$ cat src/rtl/sample_feeder_pkg.sv
`default_nettype none
// ============================================================================
// Module : sample_feeder_pkg
// Purpose: Shared perceptron package. Holds the feeder state encoding and
//          the default sample width used by the training datapath.
// Ports  : none (package)
// Rev    : 1.0 - initial release
// ============================================================================
package sample_feeder_pkg;

    // Default signed width of x1/x2/t samples
    localparam int DW_DEFAULT = 8;

    // Feeder sequencing states
    typedef enum logic [1:0] {
        ST_FILL  = 2'd0,
        ST_ARMED = 2'd1,
        ST_RUN   = 2'd2,
        ST_HALT  = 2'd3
    } feeder_state_t;

endpackage : sample_feeder_pkg
`default_nettype wire

$ cat src/rtl/sample_ram.sv
`default_nettype none
// ============================================================================
// Module : sample_ram
// Purpose: DEPTH x WIDTH sample buffer with one write port and one registered
//          read port. Storage is not reset; only the read register is.
// Ports  : clk, rst (async active-low, read register only)
//          we/waddr/wdata  - write port
//          re/raddr/rdata  - registered read port (rdata updates when re=1)
// Rev    : 1.0 - initial release
// ============================================================================
module sample_ram #(
    parameter int DW    = 8,
    parameter int DEPTH = 16,
    parameter int AW    = 4
) (
    input  logic              clk,
    input  logic              rst,
    input  logic              we,
    input  logic [AW-1:0]     waddr,
    input  logic [3*DW-1:0]   wdata,
    input  logic              re,
    input  logic [AW-1:0]     raddr,
    output logic [3*DW-1:0]   rdata
);

    logic [3*DW-1:0] mem [DEPTH];

    always_ff @(posedge clk) begin
        if (we) begin
            mem[waddr] <= wdata;
        end
    end

    // Read register doubles as the feeder's output register, so it is the
    // only part of the buffer that sees reset.
    always_ff @(posedge clk or negedge rst) begin
        if (!rst) begin
            rdata <= '0;
        end else if (re) begin
            rdata <= mem[raddr];
        end
    end

endmodule : sample_ram
`default_nettype wire

$ cat src/rtl/sample_feeder.sv
`default_nettype none
// ============================================================================
// Module : sample_feeder
// Purpose: Buffers training samples (x1, x2, t) and replays them to the
//          perceptron datapath one pass (epoch) at a time under control of
//          the training controller, halting after MAX_EPOCH passes.
// Ports  : clk, rst (async active-low)
//          wr_en, wr_x1, wr_x2, wr_t  - sample fill interface
//          load_done, clear           - end of fill / drop contents
//          ldcnt, cnt_en              - start pass / sample consumed
//          x1, x2, t                  - current sample (registered)
//          cout, full, overflow, count, epoch, armed, halted - status
// Rev    : 1.0 - initial release
// ============================================================================
module sample_feeder
    import sample_feeder_pkg::*;
#(
    parameter  int DW        = DW_DEFAULT,
    parameter  int DEPTH     = 16,
    parameter  int MAX_EPOCH = 15,
    localparam int AW        = (DEPTH > 1) ? $clog2(DEPTH) : 1
) (
    input  logic                 clk,
    input  logic                 rst,
    input  logic                 wr_en,
    input  logic signed [DW-1:0] wr_x1,
    input  logic signed [DW-1:0] wr_x2,
    input  logic signed [DW-1:0] wr_t,
    input  logic                 load_done,
    input  logic                 clear,
    input  logic                 ldcnt,
    input  logic                 cnt_en,
    output logic signed [DW-1:0] x1,
    output logic signed [DW-1:0] x2,
    output logic signed [DW-1:0] t,
    output logic                 cout,
    output logic                 full,
    output logic                 overflow,
    output logic [AW:0]          count,
    output logic [3:0]           epoch,
    output logic                 armed,
    output logic                 halted
);

    localparam logic [AW:0] DEPTH_C  = (AW+1)'(DEPTH);
    localparam logic [4:0]  MAX_EP_C = 5'(MAX_EPOCH);

    feeder_state_t   state;
    logic [AW-1:0]   wr_ptr;
    logic [AW-1:0]   rd_ptr;
    logic [AW:0]     consumed;
    logic [3*DW-1:0] rdata;
    logic            ram_we;
    logic            ram_re;
    logic [4:0]      epoch_inc;

    assign ram_we    = (state == ST_FILL) && wr_en && !full && !clear;
    // Reading only while running keeps the outputs frozen in every other state
    assign ram_re    = (state == ST_RUN);
    assign epoch_inc = {1'b0, epoch} + 5'd1;

    always_ff @(posedge clk or negedge rst) begin
        if (!rst) begin
            state    <= ST_FILL;
            wr_ptr   <= '0;
            rd_ptr   <= '0;
            consumed <= '0;
            count    <= '0;
            epoch    <= '0;
            cout     <= 1'b0;
            full     <= 1'b0;
            overflow <= 1'b0;
            armed    <= 1'b0;
            halted   <= 1'b0;
        end else if (clear) begin
            state    <= ST_FILL;
            wr_ptr   <= '0;
            rd_ptr   <= '0;
            consumed <= '0;
            count    <= '0;
            epoch    <= '0;
            cout     <= 1'b0;
            full     <= 1'b0;
            overflow <= 1'b0;
            armed    <= 1'b0;
            halted   <= 1'b0;
        end else begin
            case (state)
                ST_FILL: begin
                    if (wr_en) begin
                        if (!full) begin
                            wr_ptr <= wr_ptr + 1'b1;
                            count  <= count + 1'b1;
                            full   <= ((count + 1'b1) == DEPTH_C);
                        end else begin
                            overflow <= 1'b1;
                        end
                    end
                    if (load_done && (count != '0)) begin
                        state <= ST_ARMED;
                        armed <= 1'b1;
                    end
                end
                ST_ARMED: begin
                    if (ldcnt) begin
                        state    <= ST_RUN;
                        armed    <= 1'b0;
                        rd_ptr   <= '0;
                        consumed <= '0;
                        cout     <= 1'b0;
                    end
                end
                ST_RUN: begin
                    // ldcnt outranks a coincident cnt_en
                    if (ldcnt) begin
                        if (epoch_inc == MAX_EP_C) begin
                            state  <= ST_HALT;
                            halted <= 1'b1;
                            cout   <= 1'b1;
                        end else begin
                            epoch    <= epoch_inc[3:0];
                            consumed <= '0;
                            rd_ptr   <= '0;
                            cout     <= 1'b0;
                        end
                    end else if (cnt_en && !cout) begin
                        consumed <= consumed + 1'b1;
                        rd_ptr   <= ({1'b0, rd_ptr} == (count - 1'b1)) ? '0 : rd_ptr + 1'b1;
                        cout     <= ((consumed + 1'b1) == count);
                    end
                end
                ST_HALT: begin
                    cout <= 1'b1;
                end
                default: begin
                    state <= ST_FILL;
                end
            endcase
        end
    end

    sample_ram #(
        .DW    (DW),
        .DEPTH (DEPTH),
        .AW    (AW)
    ) u_ram (
        .clk   (clk),
        .rst   (rst),
        .we    (ram_we),
        .waddr (wr_ptr),
        .wdata ({wr_x1, wr_x2, wr_t}),
        .re    (ram_re),
        .raddr (rd_ptr),
        .rdata (rdata)
    );

    assign x1 = rdata[3*DW-1 -: DW];
    assign x2 = rdata[2*DW-1 -: DW];
    assign t  = rdata[DW-1   -: DW];

endmodule : sample_feeder
`default_nettype wire

$ cat config.mk
export PLATFORM = sky130hd
export DESIGN_NAME = sample_feeder
export DESIGN_NICKNAME = d
export VERILOG_FILES = /design/src/rtl/sample_feeder_pkg.sv /design/src/rtl/sample_ram.sv /design/src/rtl/sample_feeder.sv
export SDC_FILE = /design/constraint.sdc
export NUM_CORES = 1
export LEC_CHECK = 0
export BUFFER_PORTS_ARGS = -buffer_cell sky130_fd_sc_hd__buf_2
export CAP_MARGIN = 10
export CORE_MARGIN = 4
export CORE_UTILIZATION = 45
export DETAILED_ROUTE_END_ITERATION = 6
export PLACE_DENSITY_LB_ADDON = 0.15
export RECOVER_POWER = 25
export SYNTH_ARGS = -nofsm -noshare
export SYNTH_HDL_FRONTEND = slang
export SYNTH_SLANG_ARGS = --single-unit
$ cat constraint.sdc
create_clock -name clk -period 3.1 [get_ports clk]
set_input_delay 0.31 -clock clk [delete_from_list [all_inputs] [get_ports clk]]
set_output_delay 0.31 -clock clk [all_outputs]
set_load 0.01 [all_outputs]
==> flow_summary.ini, run 1 <==
[critical_path]
path_cells = inv_1 > ha_1 > nand3_1 > nor2_1 > nand3_1 > nor2_4 > buf_4
cp_slowest_stage_delay_ns = 0.44
cp_max_fo = 15
cpMostUsedCell = nand3_1
crit_type = reg2reg
crit_required_ns = 3.33
cp-start-kind = register
crit_arrival_ns = 2.95
crit_slowest_cell = dfrtp_1
cp-end-kind = register

[place]
gp_congestion = 0.744
pre_cts_ws_ns = 0.400
dp_hpwl_um = 22500
io_buffers = 68
place_inst = 1486
dpl_cell_area_um2 = 18900

[logic_synthesis]
synth_top_family_by_area = multiplexers
synth-adder-area-share_pct = 1.07
async_reset_ff_share_pct = 12.1
synth_edf_count = 384
synth_simple_gate_area_share_pct = 2.94
synth_ff_type = edfxtp_1
synth_fp_nets = 950
synthTopCellsByArea = edfxtp_1 65%, mux4_2 12%, dfrtp_1 7.5%
synth_seq_cells = 437
ys_warn_count = 0
synth_top_area_share_pct = 65.5
synthCells = 904
synth_compound_area_share_pct = 3.69
synth_top_area_cell = edfxtp_1
synth_cell_types = 60
avgSynthCellArea_um2 = 19.5
syn_area_um2 = 17600
synth_xor_area_share_pct = 1.22
synth_mux_area_share_pct = 15.6
ys_seq_area_share_pct = 73.0

[routing]
drt_wl_total_um = 38700
drt_iter0_markers = 692
wl_per_cell_um = 24.6
route.detailed.drc = 0
postRouteAntennaNets = 0
dr_total_vias = 8788
viasPerCell = 5.59
first_pass_iters = 5

[cells_and_area]
area_growth_pct = 15.4
nFillCells = 3074
fin_nets = 1063
final_area_um2 = 20300
final_util_pct = 52.6
drive_gt1_share_pct = 32.2
final_cell_count_no_fill = 1572
antennaDiodeCount = 0

[power]
sw_frac_of_total_pct = 21.5
power.density_nw_per_um2 = 630
seqPwrFrac_pct = 52.3
irDropWorstVdd_mv = 0.468
power.share.clock_pct = 41.6
p_switching_mw = 2.75
combPwrFrac_pct = 6.1
p_leak_nw = 6.74
intPower_mw = 10.1

[floorplan]
initial_core_util_pct = 45.6
die_h_um = 206
dieArea_um2 = 42400
core_area_um2 = 38600
io_pins = 69
die_w_um = 206
num_rows = 72

[timing]
max_freq_ghz = 0.369
rsz0062_at_grt = no
setup_viol = 0
tns_ns = 0
fin_ws_ns = 0.387
relSlewSlack_pct = 27.5
slew_violations = 0
finalCriticalPeriod_ns = 2.71
worst_pin_slew_ns = 1.09
fin_skew_ns = 0.0164
hold_viol_final = 0
min_period_over_period_pct = 87.5

[min_path]
hold_class = in2reg

[clock_tree]
clock_path_buffers = 3
cts_tree = yes
clock_latency_ns = 0.57
cts_resized = 0
htreeDepth = 2
root_buffer = clkbuf_16
cts.sinks = 437
cts_buffers = 46
clkSlewWorstSetupHoldPaths_ns = 0.06

[global_route]
grt_pass1_wl_um = 58400
grt-ovfl-total = 0
grt_max_degree = 42
antenna_found_initial = 1
grtUsageTotal_pct = 18.8
grt_pass1_vias = 9172

[status]
outcome = complete, no violations

[flow_run]
max_cap_viol_count = 0
[synth_stat cells (11+ instances only)]
cell      instances
inv_1            42
xor2_1           12
nor3_1           14
o21ai_0          11
ha_1             15
edfxtp_1        384
o21ai_1          17
clkbuf_1         25
nand2_1          23
mux4_2           96
mux2_2           49
nor2_1           20
dfrtp_1          53
a22oi_1          16
a21oi_1          12
[critical path: cells and delay by family, from the launching register on]
family / cells / cell delay [ns]
and+or+nand+nor: 4 / 1.19
buffers and inverters: 2 / 0.43
DFF: 1 / 0.44
adders and majority gates: 1 / 0.32
[kinds of logic after synthesis]
logic type	after synthesis
mux	149
flops	437
simple gates	98
buf+inv	91
xor+xnor	23
compound gates	91
fa+ha+maj	15
[cell type report]
type | count | area [um2] | area share (%)
sequential | 437 | 12900 | 63.3
multi-input combinational | 376 | 4410 | 21.7
clock buffer | 70 | 1310 | 6.45
timing repair buffer | 114 | 764 | 3.76
tap | 518 | 648 | 3.19
clock inverter | 15 | 165 | 0.813
inverter | 42 | 158 | 0.776
[metal layers]
layer	global-route usage, %	wire length [um]	part of all wire, %	up-vias
met5	0	0	0	-
li1	-	-	-	3855
met3	2.98	1810	4.7	54
met4	5.09	728	1.9	0
met1	27.3	17300	45	4666
met2	29.9	18900	49	213
[path summary, 6_finish.rpt]
| path | start | to | slack, ns | cells past startpoint |
|---|---|---|---|---|
| hold reg to reg | u_ram.rdata[8]$_DFFE_PN0P_ | u_ram.rdata[8]$_DFFE_PN0P_ | 0.51 | 2 |
| max in group asynchronous | rst | u_ram.rdata[1]$_DFFE_PN0P_ | 1.79 | 3 |
| setup reg to reg | state[1]$_DFFE_PN0P_ | u_ram.mem[12][5]$_DFFE_PP_ | 0.39 | 7 |
| hold / removal | wr_en | full$_DFFE_PN0P_ | 0.07 | 3 |
| min in group asynchronous | rst | u_ram.rdata[5]$_DFFE_PN0P_ | 0.48 | 2 |
| setup / recovery | state[1]$_DFFE_PN0P_ | u_ram.mem[12][5]$_DFFE_PP_ | 0.39 | 7 |
[state kept, by name (all words and copies together), names as in the netlist]
| register | count |
|---|---|
| halted | 1 |
| count | 5 |
| armed | 1 |
| rd_ptr | 4 |
| full | 1 |
| consumed | 5 |
| overflow | 1 |
| u_ram.mem | 384 |
| epoch | 4 |
| wr_ptr | 4 |
| cout | 1 |
| state | 2 |
| u_ram.rdata | 24 |
[power by group through the flow]
stage / Clock, mW / Sequential (mW) / Combinational [mW]
after floorplan: 0 / 6.83 / 0.381
after global placement: 0 / 6.82 / 0.784
after detailed placement: 0 / 6.82 / 0.800
after CTS: 5.48 / 6.70 / 0.803
after global routing: 5.73 / 6.72 / 0.869
final: 5.33 / 6.70 / 0.779
[placed cells by master, fill, tap and decap left out, types with 7 or more instances in the layout]
cell,n
a22oi_1,16
clkbuf_16,46
buf_4,37
nand3_1,9
nor3_2,8
nor2_1,16
o21ai_1,17
xnor2_1,10
mux4_2,96
inv_1,42
mux2_2,49
nand2_1,23
dfrtp_1,50
xor2_1,12
buf_2,49
o21ai_0,11
clkbuf_8,7
edfxtp_1,384
buf_12,8
ha_1,14
clkbuf_1,36
a22oi_2,8
a21oi_1,12
[stage by stage]
step	hold WS [ns]	power (mW)
after floorplan	0.0144	7.22
after global placement	0.490	7.61
after detailed placement	0.500	7.62
after CTS	0.0490	13.0
after global routing	0.0744	13.3
final	0.0723	12.8
[what timing repair did]
action,4_1_cts,5_1_grt
hold buffers,1,0
buffers inserted,0,0
endpoints found under the hold margin,38,0
Note: power is estimated with default switching activity, not from simulation.
==> inputs of run 2 (changes only) <==
Settings changed: CAP_MARGIN 10 to 20, PLACE_DENSITY set to 0.68, PLACE_DENSITY_LB_ADDON 0.15 to not set, REMOVE_ABC_BUFFERS set to 1.
==> run 2 against run 1 <==
Compared with the run above:
- core utilization fell by 0.19 points
- count of clock-buffer cells in the layout shrank 6
- non-clock buffer count is 11 lower
- global-route usage is 1.5 points lower
- register-to-register slack gained 0.25 ns
- fmax up 10%
- largest power group unchanged
==> flow_summary.ini, run 2 (same netlist as run 1, synthesis figures left out) <==
[routing]
drt_wl_total_um = 35700
postRouteAntennaNets = 0
route.detailed.drc = 0
dr_total_vias = 8623
drt_iter0_markers = 611
wl_per_cell_um = 22.9
first_pass_iters = 5
viasPerCell = 5.53

[floorplan]
num_rows = 72
die_w_um = 206
io_pins = 69
die_h_um = 206
core_area_um2 = 38600
dieArea_um2 = 42400
initial_core_util_pct = 45.6

[place]
place_inst = 1474
dpl_cell_area_um2 = 18700
dp_hpwl_um = 19700
io_buffers = 68
gp_congestion = 0.753
pre_cts_ws_ns = 0.661

[cells_and_area]
top_regs = u_ram.mem (384), u_ram.rdata (24)
seq_area_um2 = 12900
area_growth_pct = 14.9
multi_input_area_um2 = 4400
final_area_um2 = 20200
fin_nets = 1051
nFillCells = 3042
final_cell_mix = 384 x edfxtp_1, 96 x mux4_2, 50 x dfrtp_1
final_util_pct = 52.4
drive_gt1_share_pct = 31.2
final_cell_count_no_fill = 1559
final_common_cell = edfxtp_1
largest_register_ff_count = 384
antennaDiodeCount = 0
regMostFlops = u_ram.mem

[critical_path]
cp_max_fo = 24
crit_slowest_cell = dfrtp_1
crit_arrival_ns = 2.66
cp-start-kind = register
rr_worst_depth = 7
path_cells = inv_1 > ha_1 > nand3_1 > nor2_1 > nand3_1 > nor2_4 > buf_4
reg2reg_to = u_ram.mem[12][15]$_DFFE_PP_
cp_slowest_stage_delay_ns = 0.44
cp-end-kind = register
crit_required_ns = 3.30
ff2ff_setup_slack_ns = 0.64
cpMostUsedCell = nand3_1
crit_type = reg2reg
r2r-start = state[1]$_DFFE_PN0P_

[timing]
worst_pin_slew_ns = 0.783
min_period_over_period_pct = 79.4
fin_ws_ns = 0.640
max_freq_ghz = 0.406
fin_hold_ws_ns = 0.0624
rsz0062_at_grt = no
fin_skew_ns = 0.0239
slew_violations = 0
hold_viol_final = 0
setup_viol = 0
finalCriticalPeriod_ns = 2.46
tns_ns = 0
relSlewSlack_pct = 47.8

[clock_tree]
clock_latency_ns = 0.57
htreeDepth = 2
clkSlewWorstSetupHoldPaths_ns = 0.06
postCtsHoldBufs = 2
cts_resized = 0
cts_tree = yes
root_buffer = clkbuf_16
clock_path_buffers = 3
cts.sinks = 437
post_cts_buffers = 0
cts_buffers = 45

[global_route]
grt_max_degree = 51
grt_pass1_wl_um = 54800
antenna_found_initial = 1
grt-ovfl-total = 0
grtUsageTotal_pct = 17.2
grt_pass1_vias = 8912

[power]
total_power_mw = 12.9
power.density_nw_per_um2 = 636
irDropWorstVdd_mv = 0.372
p_leak_nw = 6.69

[min_path]
hold_class = in2reg
hp-start = wr_en
hold_path_depth = 3
holdPathEnd = full$_DFFE_PN0P_

[flow_run]
max_cap_viol_count = 0

[status]
outcome = complete, no violations
-- run 2: cell count changes in the layout (fill, tap and decap cells not counted), sizes merged --
cell         before  now
buf              94   80
bufinv            3    4
clkbuf           89   85
clkinv           10   12
clkinvlp          0    1
dlygate4sd3       1    2
-- run 2: final cells by class --
class                           count  share of cell area (%)
Multi-Input combinational cell    376                    21.7
Tap cell                          518                    3.20
Clock buffer                       64                    6.31
Timing Repair Buffer              103                    3.31
Sequential cell                   437                    63.5
Inverter                           42                   0.779
Clock inverter                     19                    1.13
-- run 2: critical path: cells and delay by family, from the launching register on --
kind | cells | cell delay [ns]
buffers and inverters | 2 | 0.49
adder cells (fa/ha/maj) | 1 | 0.19
flip-flops | 1 | 0.44
AND/OR/NAND/NOR | 4 | 0.98
-- run 2: power breakdown --
group | internal [mW] | total, mW | switching (mW)
sequential | 6.58 | 6.69 | 0.108
clock | 3.23 | 5.41 | 2.19
combinational | 0.300 | 0.765 | 0.464
total | 10.1 | 12.9 | 2.76
-- run 2: how the worst max path moves through the flow --
stage | from | endpoint | slack, ns | depth (start not counted)
finish | state[1]$_DFFE_PN0P_ | u_ram.mem[12][15]$_DFFE_PP_ | 0.64 | 7
global route | state[0]$_DFFE_PN0P_ | u_ram.mem[2][17]$_DFFE_PP_ | 0.46 | 6
CTS | state[1]$_DFFE_PN0P_ | u_ram.mem[12][9]$_DFFE_PP_ | 0.62 | 7
detailed placement | state[1]$_DFFE_PN0P_ | u_ram.mem[12][20]$_DFFE_PP_ | 0.66 | 7
global placement | rd_ptr[0]$_DFFE_PN0P_ | u_ram.rdata[1]$_DFFE_PN0P_ | 0.70 | 5
floorplan | rd_ptr[0]$_DFFE_PN0P_ | u_ram.rdata[0]$_DFFE_PN0P_ | -2.06 | 4
-- run 2: routing by layer --
metal	GRT usage (%)	vias up	wire (um)
met5	0	-	18
met4	3.97	2	612
met3	3.04	57	1790
met2	27.9	200	17500
met1	24.8	4525	15800
li1	-	3839	-
==> inputs of run 3 (changes only) <==
Settings changed: ABC_AREA set to 1, PLACE_DENSITY 0.68 to 0.66.
Clock period 3.1 ns to 2.5 ns, I/O delays scaled along.
==> run 3 against run 2 <==
Compared with the run above:
- setup slack worse by 0.35 ns
- die area grew 0.38%
- via count grew 28%
- sequential share of layout area hardly changed
- fmax grew 12%
- largest cell class unchanged
- largest power group unchanged
==> flow_summary.ini, run 3 <==
[status]
outcome = complete, no violations

[place]
dpl_cell_area_um2 = 18900
io_buffers = 68
dp_hpwl_um = 23200
pre_cts_ws_ns = 0.339
gp_congestion = 0.804

[clock_tree]
cts.sinks = 437
clkSlewWorstSetupHoldPaths_ns = 0.06
root_buffer = clkbuf_16
postCtsHoldBufs = 2
clock_path_buffers = 3
cts_resized = 0
post_cts_buffers = 0
cts_tree = yes
htreeDepth = 2
cts_buffers = 45
clock_latency_ns = 0.57

[timing]
slew_violations = 0
rsz0062_at_grt = no
min_period_over_period_pct = 88.2
worst_pin_slew_ns = 0.965
setup_viol = 0
fin_skew_ns = 0.0182
relSlewSlack_pct = 35.7
fin_hold_ws_ns = 0.0547
finalCriticalPeriod_ns = 2.21
hold_viol_final = 0
max_freq_ghz = 0.453
fin_ws_ns = 0.294

[cells_and_area]
final_cell_mix = 384 x edfxtp_1, 291 x nand2_1, 136 x o21ai_0
regMostFlops = u_ram.mem
seq_area_um2 = 12900
final_util_pct = 52.3
multi_input_area_um2 = 4370
nFillCells = 3285
largest_register_ff_count = 384
area_growth_pct = 14.5
top_regs = u_ram.mem (384), u_ram.rdata (24)
final_common_cell = edfxtp_1
final_area_um2 = 20200
fin_nets = 1528
drive_gt1_share_pct = 12.7
antennaDiodeCount = 0

[critical_path]
crit_required_ns = 2.71
crit_type = reg2reg
path_buf_inv = 3
r2r-start = state[1]$_DFFE_PN0P_
path_cells = inv_1 > ha_1 > nand2_1 > nor3_2 > buf_4 > nand2_1 > nor2_4 > buf_4
crit_slowest_cell = dfrtp_1
cp-start-kind = register
rr_worst_depth = 8
cp-end-kind = register
cp_slowest_stage_delay_ns = 0.41
ff2ff_setup_slack_ns = 0.29
reg2reg_to = u_ram.mem[7][17]$_DFFE_PP_
cp_top_family = buffers and inverters
cp_max_fo = 18
crit_arrival_ns = 2.42
worst-path-stages = 8

[logic_synthesis]
synth_edf_count = 384
async_reset_ff_share_pct = 12.1
ys_seq_area_share_pct = 72.7
synthTopCellsByArea = edfxtp_1 65%, dfrtp_1 7.5%, nand2_1 6.2%
avgSynthCellArea_um2 = 12.7
synth_ff_type = edfxtp_1
synth_seq_cells = 437
synth_cell_types = 36
synth_top_area_cell = edfxtp_1
ys_warn_count = 0
synthTopCellsByCount = 384 x edfxtp_1, 292 x nand2_1, 136 x o21ai_0
synth_top_area_share_pct = 65.2
syn_area_um2 = 17700
synthCells = 1398
yosysMostFrequentCell = edfxtp_1

[min_path]
hold_path_depth = 3
hold_class = in2reg
hp-start = ldcnt
holdPathEnd = halted$_DFFE_PN0P_

[routing]
drt_iter0_markers = 1007
wl_per_cell_um = 20.3
route.detailed.drc = 0
dr_total_vias = 11000
viasPerCell = 5.42
postRouteAntennaNets = 0
drt_wl_total_um = 41300
first_pass_iters = 5

[power]
irDropWorstVdd_mv = 0.575
p_leak_nw = 7.21
power.density_nw_per_um2 = 827
total_power_mw = 16.7

[global_route]
grt_pass1_vias = 10600
grt_max_degree = 148
grt_pass1_wl_um = 62700
antenna_found_initial = 0
grt-ovfl-total = 0
grtUsageTotal_pct = 19.3

[floorplan]
die_h_um = 206
io_pins = 69
die_w_um = 206
num_rows = 72
dieArea_um2 = 42500
core_area_um2 = 38700
initial_core_util_pct = 45.7

[flow_run]
max_cap_viol_count = 0
run 3: cell types whose count changed in the layout (fill, tap and decap cells not counted), sizes merged, moves of 23 or more:
cell    change
nand2     +270
o21ai     +136
nor2      +107
mux4       -96
a21oi      +65
mux2       -49
o22ai      +49
mux2i      +44
a22oi      -24
o211ai     +23
run 3: how the worst max path moves through the flow:
| stage | slack, ns | startpoint | endpoint |
|---|---|---|---|
| 6_report | 0.29 | state[1]$_DFFE_PN0P_ | u_ram.mem[7][17]$_DFFE_PP_ |
| 5_1_grt | 0.18 | state[1]$_DFFE_PN0P_ | u_ram.mem[7][15]$_DFFE_PP_ |
| 4_1_cts | 0.31 | state[1]$_DFFE_PN0P_ | u_ram.mem[7][20]$_DFFE_PP_ |
| 3_5_place_dp | 0.34 | state[1]$_DFFE_PN0P_ | u_ram.mem[7][19]$_DFFE_PP_ |
| 3_3_place_gp | 0.39 | state[1]$_DFFE_PN0P_ | u_ram.mem[7][13]$_DFFE_PP_ |
| 2_1_floorplan | -3.66 | rd_ptr[0]$_DFFE_PN0P_ | u_ram.rdata[0]$_DFFE_PN0P_ |
run 3: layer usage:
| layer | share of wire [%] | track usage (%) | routed length [um] |
|---|---|---|---|
| met3 | 7.0 | 3.36 | 2900 |
| met2 | 46 | 30.5 | 19100 |
| met4 | 2.0 | 4.92 | 832 |
| met1 | 45 | 28.2 | 18400 |
| met5 | 0 | 0 | 0 |
run 3: logic make-up (layout without fill, tap and decap cells):
kind of cell	Yosys count	count (layout)	share of synthesized area (%)
buffers and inverters	114	234	3.17
AOI/OAI and AO/OA	320	320	9.85
adders and majority gates	15	15	1.06
and+or+nand+nor	455	455	10.1
xor gates and xnor gates	9	9	0.446
DFF	437	437	72.7
muxes	48	48	2.72
run 3: where the power goes:
| part | internal (mW) | switching (mW) |
|---|---|---|
| clock | 3.55 | 2.69 |
| combinational | 0.659 | 1.31 |
| sequential | 8.29 | 0.238 |
run 3: final cells by class:
class,instances,share of cell area [%]
Inverter,37,0.698
Sequential cell,437,63.5
Clock inverter,23,0.828
Timing Repair Buffer,114,4.12
Clock buffer,60,6.04
Multi-Input combinational cell,847,21.6
Tap cell,518,3.20
run 3: metrics by stage:
stage | setup TNS, ns | cells
6_report | 0 | 2036
4_1_cts | 0 | 2036
5_1_grt | 0 | 2036
3_3_place_gp | 0 | 1951
2_1_floorplan | -169.32 | 1321
3_5_place_dp | 0 | 1951
run 3: worst reg2reg max path: stages (launching register included):
cell and delay, ns:
dfrtp_1 0.41, inv_1 0.11, ha_1 0.19, nand2_1 0.10
nor3_2 0.11, buf_4 0.19, nand2_1 0.22, nor2_4 0.15
buf_4 0.36
